**src/rtl/grf_pkg.sv**
```systemverilog
// -----------------------------------------------------------------------------
// grf_pkg
// Shared constants for the multi-port register file with pending-write
// scoreboard: default widths, architectural register numbers, reset values of
// the global/stack pointers, and the helper that locates a read port's slice
// inside the flattened port vectors.
// -----------------------------------------------------------------------------
package grf_pkg;

    localparam int GRF_DATA_W = 32;
    localparam int GRF_ADDR_W = 5;
    localparam int GRF_NUM_RD = 2;
    localparam int GRF_CNT_W  = 2;

    localparam int REG_ZERO = 0;
    localparam int REG_GP   = 28;
    localparam int REG_SP   = 29;

    localparam logic [31:0] GP_INIT_DEF = 32'h0000_1800;
    localparam logic [31:0] SP_INIT_DEF = 32'h0000_2ffc;

    // LSB of port k inside a flattened vector of w-bit fields.
    function automatic int port_lsb(input int k, input int w);
        return k * w;
    endfunction

endpackage

```
**src/rtl/grf_sb_cnt.sv**
```systemverilog
// -----------------------------------------------------------------------------
// grf_sb_cnt
// Saturating up/down counter tracking outstanding writes to one register.
// One issue can increment and up to two write ports can decrement in the same
// cycle; the net change is applied at once. A net result below zero clamps to
// zero, above the maximum saturates, and either case raises err for that cycle.
// Ports:
//   clk     in   clock, rising edge
//   reset   in   asynchronous active-low reset
//   i_inc   in   an instruction targeting this register was issued
//   i_dec0  in   write port 0 writes this register
//   i_dec1  in   write port 1 writes this register
//   o_cnt   out  current (registered) pending count
//   o_err   out  this cycle's update over- or underflows (combinational pulse)
// -----------------------------------------------------------------------------
module grf_sb_cnt #(
    parameter int CNT_W = 2
) (
    input  logic             clk,
    input  logic             reset,
    input  logic             i_inc,
    input  logic             i_dec0,
    input  logic             i_dec1,
    output logic [CNT_W-1:0] o_cnt,
    output logic             o_err
);

    logic [CNT_W-1:0] r_cnt;
    logic [CNT_W+1:0] w_sum;
    logic [CNT_W-1:0] w_next;
    logic             w_err;

    // Two guard bits: the top bit flags a negative sum, bit CNT_W an overflow.
    assign w_sum = {2'b00, r_cnt}
                 + {{(CNT_W+1){1'b0}}, i_inc}
                 - {{(CNT_W+1){1'b0}}, i_dec0}
                 - {{(CNT_W+1){1'b0}}, i_dec1};

    // Clamp the net result into the counter range and flag any clamping.
    always_comb begin
        w_next = r_cnt;
        w_err  = 1'b0;
        if (w_sum[CNT_W+1]) begin
            w_next = '0;
            w_err  = 1'b1;
        end else if (w_sum[CNT_W]) begin
            w_next = '1;
            w_err  = 1'b1;
        end else begin
            w_next = w_sum[CNT_W-1:0];
            w_err  = 1'b0;
        end
    end

    // Pending-count register.
    always_ff @(posedge clk or negedge reset) begin
        if (!reset) begin
            r_cnt <= '0;
        end else begin
            r_cnt <= w_next;
        end
    end

    assign o_cnt = r_cnt;
    assign o_err = w_err;

endmodule

```
**src/rtl/grf_mp_sb.sv**
```systemverilog
// -----------------------------------------------------------------------------
// grf_mp_sb
// Multi-port general register file with write-through bypass and a per-register
// pending-write scoreboard used by decode for hazard/stall detection.
// W0 is the late (M-stage) write port, W1 the writeback port; when both hit the
// same register W1 is the younger result and wins, both in storage and bypass.
// Register 0 reads as zero, ignores writes and is never tracked.
// Ports:
//   clk        in   clock, rising edge
//   reset      in   asynchronous active-low reset
//   rd_addr    in   NUM_RD read addresses, port k at [k*ADDR_W +: ADDR_W]
//   rd_data    out  NUM_RD read data, combinational with bypass
//   rd_busy    out  per read port: register still has writes outstanding
//                   after this cycle's writes land
//   we0/wa0/wd0 in  write port 0
//   we1/wa1/wd1 in  write port 1
//   iss_valid  in   an issued instruction will write iss_addr
//   iss_addr   in   destination of the issued instruction
//   busy_vec   out  bit i = register i has a nonzero pending count
//   sb_err     out  sticky counter over/underflow flag, cleared by reset only
// -----------------------------------------------------------------------------
module grf_mp_sb
    import grf_pkg::*;
#(
    parameter int                DATA_W  = GRF_DATA_W,
    parameter int                ADDR_W  = GRF_ADDR_W,
    parameter int                NUM_RD  = GRF_NUM_RD,
    parameter int                CNT_W   = GRF_CNT_W,
    parameter logic [DATA_W-1:0] GP_INIT = DATA_W'(GP_INIT_DEF),
    parameter logic [DATA_W-1:0] SP_INIT = DATA_W'(SP_INIT_DEF)
) (
    input  logic                     clk,
    input  logic                     reset,
    input  logic [NUM_RD*ADDR_W-1:0] rd_addr,
    output logic [NUM_RD*DATA_W-1:0] rd_data,
    output logic [NUM_RD-1:0]        rd_busy,
    input  logic                     we0,
    input  logic [ADDR_W-1:0]        wa0,
    input  logic [DATA_W-1:0]        wd0,
    input  logic                     we1,
    input  logic [ADDR_W-1:0]        wa1,
    input  logic [DATA_W-1:0]        wd1,
    input  logic                     iss_valid,
    input  logic [ADDR_W-1:0]        iss_addr,
    output logic [(2**ADDR_W)-1:0]   busy_vec,
    output logic                     sb_err
);

    localparam int DEPTH = 2**ADDR_W;
    localparam logic [ADDR_W-1:0] ADDR_ZERO = ADDR_W'(REG_ZERO);

    logic [DATA_W-1:0] r_regs [DEPTH];
    logic [CNT_W-1:0]  w_cnt  [DEPTH];
    logic [DEPTH-1:0]  w_err;
    logic              r_sb_err;

    // Register storage; W1 overrides W0 on an address collision.
    always_ff @(posedge clk or negedge reset) begin
        if (!reset) begin
            for (int i = 0; i < DEPTH; i++) begin
                if (i == REG_GP) begin
                    r_regs[i] <= GP_INIT;
                end else if (i == REG_SP) begin
                    r_regs[i] <= SP_INIT;
                end else begin
                    r_regs[i] <= '0;
                end
            end
        end else begin
            r_regs[0] <= '0;
            for (int i = 1; i < DEPTH; i++) begin
                if (we1 && (wa1 == ADDR_W'(i))) begin
                    r_regs[i] <= wd1;
                end else if (we0 && (wa0 == ADDR_W'(i))) begin
                    r_regs[i] <= wd0;
                end else begin
                    r_regs[i] <= r_regs[i];
                end
            end
        end
    end

    // r0 has no counter: it is permanently idle.
    assign w_cnt[0]    = '0;
    assign w_err[0]    = 1'b0;
    assign busy_vec[0] = 1'b0;

    for (genvar i = 1; i < DEPTH; i++) begin : g_cnt
        localparam logic [ADDR_W-1:0] IDX = ADDR_W'(i);

        grf_sb_cnt #(
            .CNT_W (CNT_W)
        ) u_cnt (
            .clk    (clk),
            .reset  (reset),
            .i_inc  (iss_valid && (iss_addr == IDX)),
            .i_dec0 (we0 && (wa0 == IDX)),
            .i_dec1 (we1 && (wa1 == IDX)),
            .o_cnt  (w_cnt[i]),
            .o_err  (w_err[i])
        );

        assign busy_vec[i] = |w_cnt[i];
    end

    // Sticky scoreboard error flag.
    always_ff @(posedge clk or negedge reset) begin
        if (!reset) begin
            r_sb_err <= 1'b0;
        end else begin
            r_sb_err <= r_sb_err | (|w_err);
        end
    end

    assign sb_err = r_sb_err;

    for (genvar k = 0; k < NUM_RD; k++) begin : g_rd
        localparam int A_LSB = port_lsb(k, ADDR_W);
        localparam int D_LSB = port_lsb(k, DATA_W);

        logic [ADDR_W-1:0] w_addr;
        logic [DATA_W-1:0] w_data;
        logic              w_hit0;
        logic              w_hit1;
        logic [CNT_W+1:0]  w_left;
        logic              w_busy;

        assign w_addr = rd_addr[A_LSB +: ADDR_W];
        assign w_hit0 = we0 && (wa0 == w_addr);
        assign w_hit1 = we1 && (wa1 == w_addr);

        // Bypass mux: r0 forced to zero, then W1, then W0, then storage.
        always_comb begin
            w_data = '0;
            if (w_addr == ADDR_ZERO) begin
                w_data = '0;
            end else if (w_hit1) begin
                w_data = wd1;
            end else if (w_hit0) begin
                w_data = wd0;
            end else begin
                w_data = r_regs[w_addr];
            end
        end

        // Busy after this cycle's writes retire; an issue this cycle only
        // shows up once the counter has registered it.
        always_comb begin
            w_left = {2'b00, w_cnt[w_addr]}
                   - {{(CNT_W+1){1'b0}}, w_hit0}
                   - {{(CNT_W+1){1'b0}}, w_hit1};
            w_busy = 1'b0;
            if (w_addr == ADDR_ZERO) begin
                w_busy = 1'b0;
            end else begin
                w_busy = (w_left != '0);
            end
        end

        assign rd_data[D_LSB +: DATA_W] = w_data;
        assign rd_busy[k]               = w_busy;
    end

endmodule

```
**config.mk**
```make
export PLATFORM = sky130hd
export DESIGN_NAME = grf_mp_sb
export DESIGN_NICKNAME = d
export VERILOG_FILES = /design/src/rtl/grf_pkg.sv /design/src/rtl/grf_sb_cnt.sv /design/src/rtl/grf_mp_sb.sv
export SDC_FILE = /design/constraint.sdc
export NUM_CORES = 2
export LEC_CHECK = 0
export CELL_PAD_IN_SITES_DETAIL_PLACEMENT = 1
export CELL_PAD_IN_SITES_GLOBAL_PLACEMENT = 2
export CORE_ASPECT_RATIO = 1.2
export CORE_MARGIN = 4
export CORE_UTILIZATION = 45
export DETAILED_ROUTE_END_ITERATION = 10
export PLACE_DENSITY_LB_ADDON = 0.3
export SYNTH_ARGS = -nofsm -noshare
export SYNTH_HDL_FRONTEND = slang
export SYNTH_HIERARCHICAL = 1
export SYNTH_SLANG_ARGS = --single-unit
export TNS_END_PERCENT = 1
```
**constraint.sdc**
```tcl
create_clock -name clk -period 9.1 [get_ports clk]
set_input_delay 1.82 -clock clk [delete_from_list [all_inputs] [get_ports clk]]
set_output_delay 1.82 -clock clk [all_outputs]
set_load 0.005 [all_outputs]
```
==> summary.md <==
| Metric | Value |
|---|---|
| Setup Skew | `0.03516 ns` |
| Most frequently used cell type in the post-synthesis netlist | `sky130_fd_sc_hd__mux2i_1` |
| Violated checks | `capacitance limit, slew limit` |
| Clock tree from TritonCTS | `done` |
| Final-stage net count | `7,062` |
| Final hold violation count | `0` |
| Combinational group share of total power | `27.8%` |
| Post-DRT Antenna Nets | `0` |
| Startpoint kind of the worst setup timing path | `input pin` |
| H-tree levels | `3` |
| Number of max-capacitance violations reported | `1` |
| Max Slew Vio Count | `1` |
| Total GRT Usage | `38.07%` |
| Core box area | `0.1566 mm²` |
| Cell count of the worst hold path | `2` |
| Gates resized, CTS repair | `0` |
| Post-CTS Setup Bufs | `0` |
| Leakage power | `33.62 nW` |
| Worst Reg2Reg Path Length in Cells | `10` |
| Commonest cells in the synthesized netlist | `sky130_fd_sc_hd__mux2i_1, sky130_fd_sc_hd__dfrtp_1, sky130_fd_sc_hd__nand2_1, sky130_fd_sc_hd__o21ai_0, sky130_fd_sc_hd__clkbuf_1` |
| Largest net degree at the start of global routing | `167` |
| Clock buffers created by TritonCTS | `121` |
| Cell row count | `159` |
| Wire length per cell | `35.37 µm` |
| Fraction of registers with async set/reset | `100.0%` |
| Clock period minus final worst setup slack | `8.212 ns` |
| Maximum operating frequency | `121.8 MHz` |
| Data arrival time of the worst path | `6.39 ns` |
| Ys flop type | `sky130_fd_sc_hd__dfrtp_1` |
| Count of state elements after synthesis | `1,055` |
| Proportion of total power due to net switching | `33.92%` |
| Detailed-route via count | `61,160` |
| Initial antenna violation count | `21` |
| Number of distinct standard cells referenced by the synthesized netlist | `60` |
| Share of the clock period used by the worst path after layout | `90.24%` |
| Clock root cell | `sky130_fd_sc_hd__clkbuf_16` |
| Power per Cell Area | `218.5 mW/mm²` |
| Final routed wirelength across all metal layers | `317,400 µm` |
| Actual transition at the worst max-transition pin | `1.497 ns` |
| Mapped Area | `0.07085 mm²` |
| Unrepaired setup endpoints after global routing | `false` |
| Accumulated negative setup slack | `0 ns` |
| Type of the worst setup path | `input pin to primary output` |
| DR vias/cell | `6.814` |
| Area share of the leading cell type in the synthesized netlist | `36.80%` |
| Dominant cells by area after synthesis | `sky130_fd_sc_hd__dfrtp_1, sky130_fd_sc_hd__mux2i_1, sky130_fd_sc_hd__mux4_2` |
| DPL Wire Length | `191,000 µm` |
| Number of global-route vias before repair | `62,490` |
| Worst hold slack | `0.5735 ns` |
| Category of the worst setup path capture point | `primary output` |
| Initial detailed-routing violation count | `6,965` |
| Cell taking the most area after synthesis | `sky130_fd_sc_hd__dfrtp_1` |
| Count of mapped cells out of synthesis | `7,088` |
| Number of clock sinks | `1,055` |
| Syn avg cell area | `9.995 µm²` |
| Number of design rule violations left after detail routing | `0` |
| Reg power frac | `42.3%` |
| Chip Height | `442.7 µm` |
| Count of input and output buffers | `191` |
| Critical Path RT | `7.28 ns` |
| Result of the run | `finished, violations left` |
| Routability Congestion | `0.8993` |
| Area of the die | `0.1639 mm²` |
| Critical Path Fanout Max | `34` |
| Layout Cells excl Fill | `8,975` |
| Relative slew slack | `-0.3807%` |
| Tot Pwr | `17.03 mW` |
| Hold buffers post-CTS | `0` |
| Net Switching | `5.778 mW` |
| EDFF count, synth | `0` |
| Class of the tightest hold or removal check | `register to register` |
| Count of warnings emitted by yosys | `6` |
| Pint | `11.26 mW` |
| Syn_nets | `7,374` |
| Instance count after placement with tap cells included | `8,746` |
| Num ports | `193` |
| Clock network latency to the later pin of the worst-skew pair | `0.81 ns` |
| Wire length of the first global-routing pass | `455,900 µm` |
| Area delta synth->final | `10.03%` |
| Number of buffers on the longest clock path | `3` |
| First-pass iteration count of the detailed router | `6` |
| Share of layout cells above drive strength 1 | `14.56%` |
| VDD IR-drop max | `0.1629 mV` |
| Clock group share of total power | `29.9%` |
| Die Wd | `370.2 µm` |
| Clock-pin slew on the worst setup and hold paths | `0.06 ns` |
| Initial standard-cell utilization of the core | `45.25%` |
| Grt total ovfl | `0` |
| Final setup viols | `0` |
| Fraction of the yosys area taken by sequential cells | `37.29%` |
## area by class of cell
cell class	instances	area, µm²
Inverter	269	1011
Tap cell	2093	2619
Clock inverter	33	332.8
Timing Repair Buffer	410	3674
Clock buffer	183	3626
Multi-Input combinational cell	4919	40240
Sequential cell	1055	26420
Fill cell	17060	78610
Antenna cell	13	32.53
## registers in the layout, summed over array words and instances, names as in the netlist
signal             count
sb_err                 1
g_cnt.u_cnt/o_cnt     62
r_regs               992
## stage by stage
step | utilization, % | cell area, µm² | setup slack, ns
floorplan | - | 70850 | 2.916
global placement | 47.23 | 73950 | 1.170
detailed placement | 47.23 | 73950 | 1.171
CTS | 49.76 | 77910 | 1.154
global route | 49.77 | 77920 | 1.050
finish | 49.79 | 77950 | 0.8883
## cell usage in the layout (no fill, tap or decap), types with 38 or more instances in the layout
cell and count:
sky130_fd_sc_hd__a21oi_1 160, sky130_fd_sc_hd__mux4_2 320, sky130_fd_sc_hd__fa_1 62, sky130_fd_sc_hd__a22o_1 38, sky130_fd_sc_hd__mux2_2 98, sky130_fd_sc_hd__mux2i_1 1318, sky130_fd_sc_hd__o22ai_1 220, sky130_fd_sc_hd__nor2_1 190
sky130_fd_sc_hd__buf_4 213, sky130_fd_sc_hd__inv_1 267, sky130_fd_sc_hd__ha_1 130, sky130_fd_sc_hd__clkbuf_16 125, sky130_fd_sc_hd__dfrtp_1 1042, sky130_fd_sc_hd__o21ai_0 862, sky130_fd_sc_hd__nor2b_1 50, sky130_fd_sc_hd__nand2_1 878
sky130_fd_sc_hd__nor2_4 38, sky130_fd_sc_hd__nor3_1 95, sky130_fd_sc_hd__clkdlybuf4s50_1 178
## cell families (layout without fill, tap and decap cells)
family          after synthesis  after routing  share of synthesized area, %
xor+xnor                     22             22                        0.2720
compound gates             1578           1578                         13.11
mux                        1746           1746                         30.55
buf+inv                    1114            895                         6.624
other cells                   1             14                      0.005293
flops                      1055           1055                         37.29
simple gates               1380           1380                         8.101
fa+ha+maj                   192            192                         4.048
## routing by layer
metal  vias up  part of all wire (%)  routed length [µm]  track usage [%]
met5         -                 0.042                 133                0
met4        14                   7.2               22990            22.63
met3      1041                    10               32430            9.925
met2      3544                    44              139900            57.31
met1     31860                    38              122000            49.32
li1      24700                     -                   -                -
## power groups by stage
stage	Combinational, mW	Sequential, mW	Clock [mW]
6_report	4.74	7.20	5.09
5_1_grt	5.15	7.34	5.33
4_1_cts	4.71	7.14	5.12
3_5_place_dp	4.69	7.21	0
3_3_place_gp	4.50	7.12	0
2_1_floorplan	3.21	6.76	0
## worst max-delay path, stage by stage
cell,delay (ns)
sky130_fd_sc_hd__buf_6,0.44
sky130_fd_sc_hd__buf_4,0.43
sky130_fd_sc_hd__mux4_2,0.37
sky130_fd_sc_hd__mux4_2,0.56
sky130_fd_sc_hd__mux2i_1,0.59
sky130_fd_sc_hd__ha_1,0.35
sky130_fd_sc_hd__ha_1,0.30
sky130_fd_sc_hd__a31oi_1,0.77
sky130_fd_sc_hd__clkdlybuf4s50_1,0.67
## final timing paths
kind / endpoint / startpoint / slack [ns]
worst max-delay path: rd_busy[0] / rd_addr[1] / 0.89
worst min-delay path: r_regs[77] / r_regs[77] / 0.57
worst max register to register: sb_err / g_cnt[2].u_cnt/o_cnt[1] / 6.38
worst min register to register: r_regs[77] / r_regs[77] / 0.57
max in group asynchronous: g_cnt[23].u_cnt/o_cnt[1] / reset / 6.09
min in group asynchronous: r_regs[133] / reset / 1.06
Power figures use the tool's default switching activity.
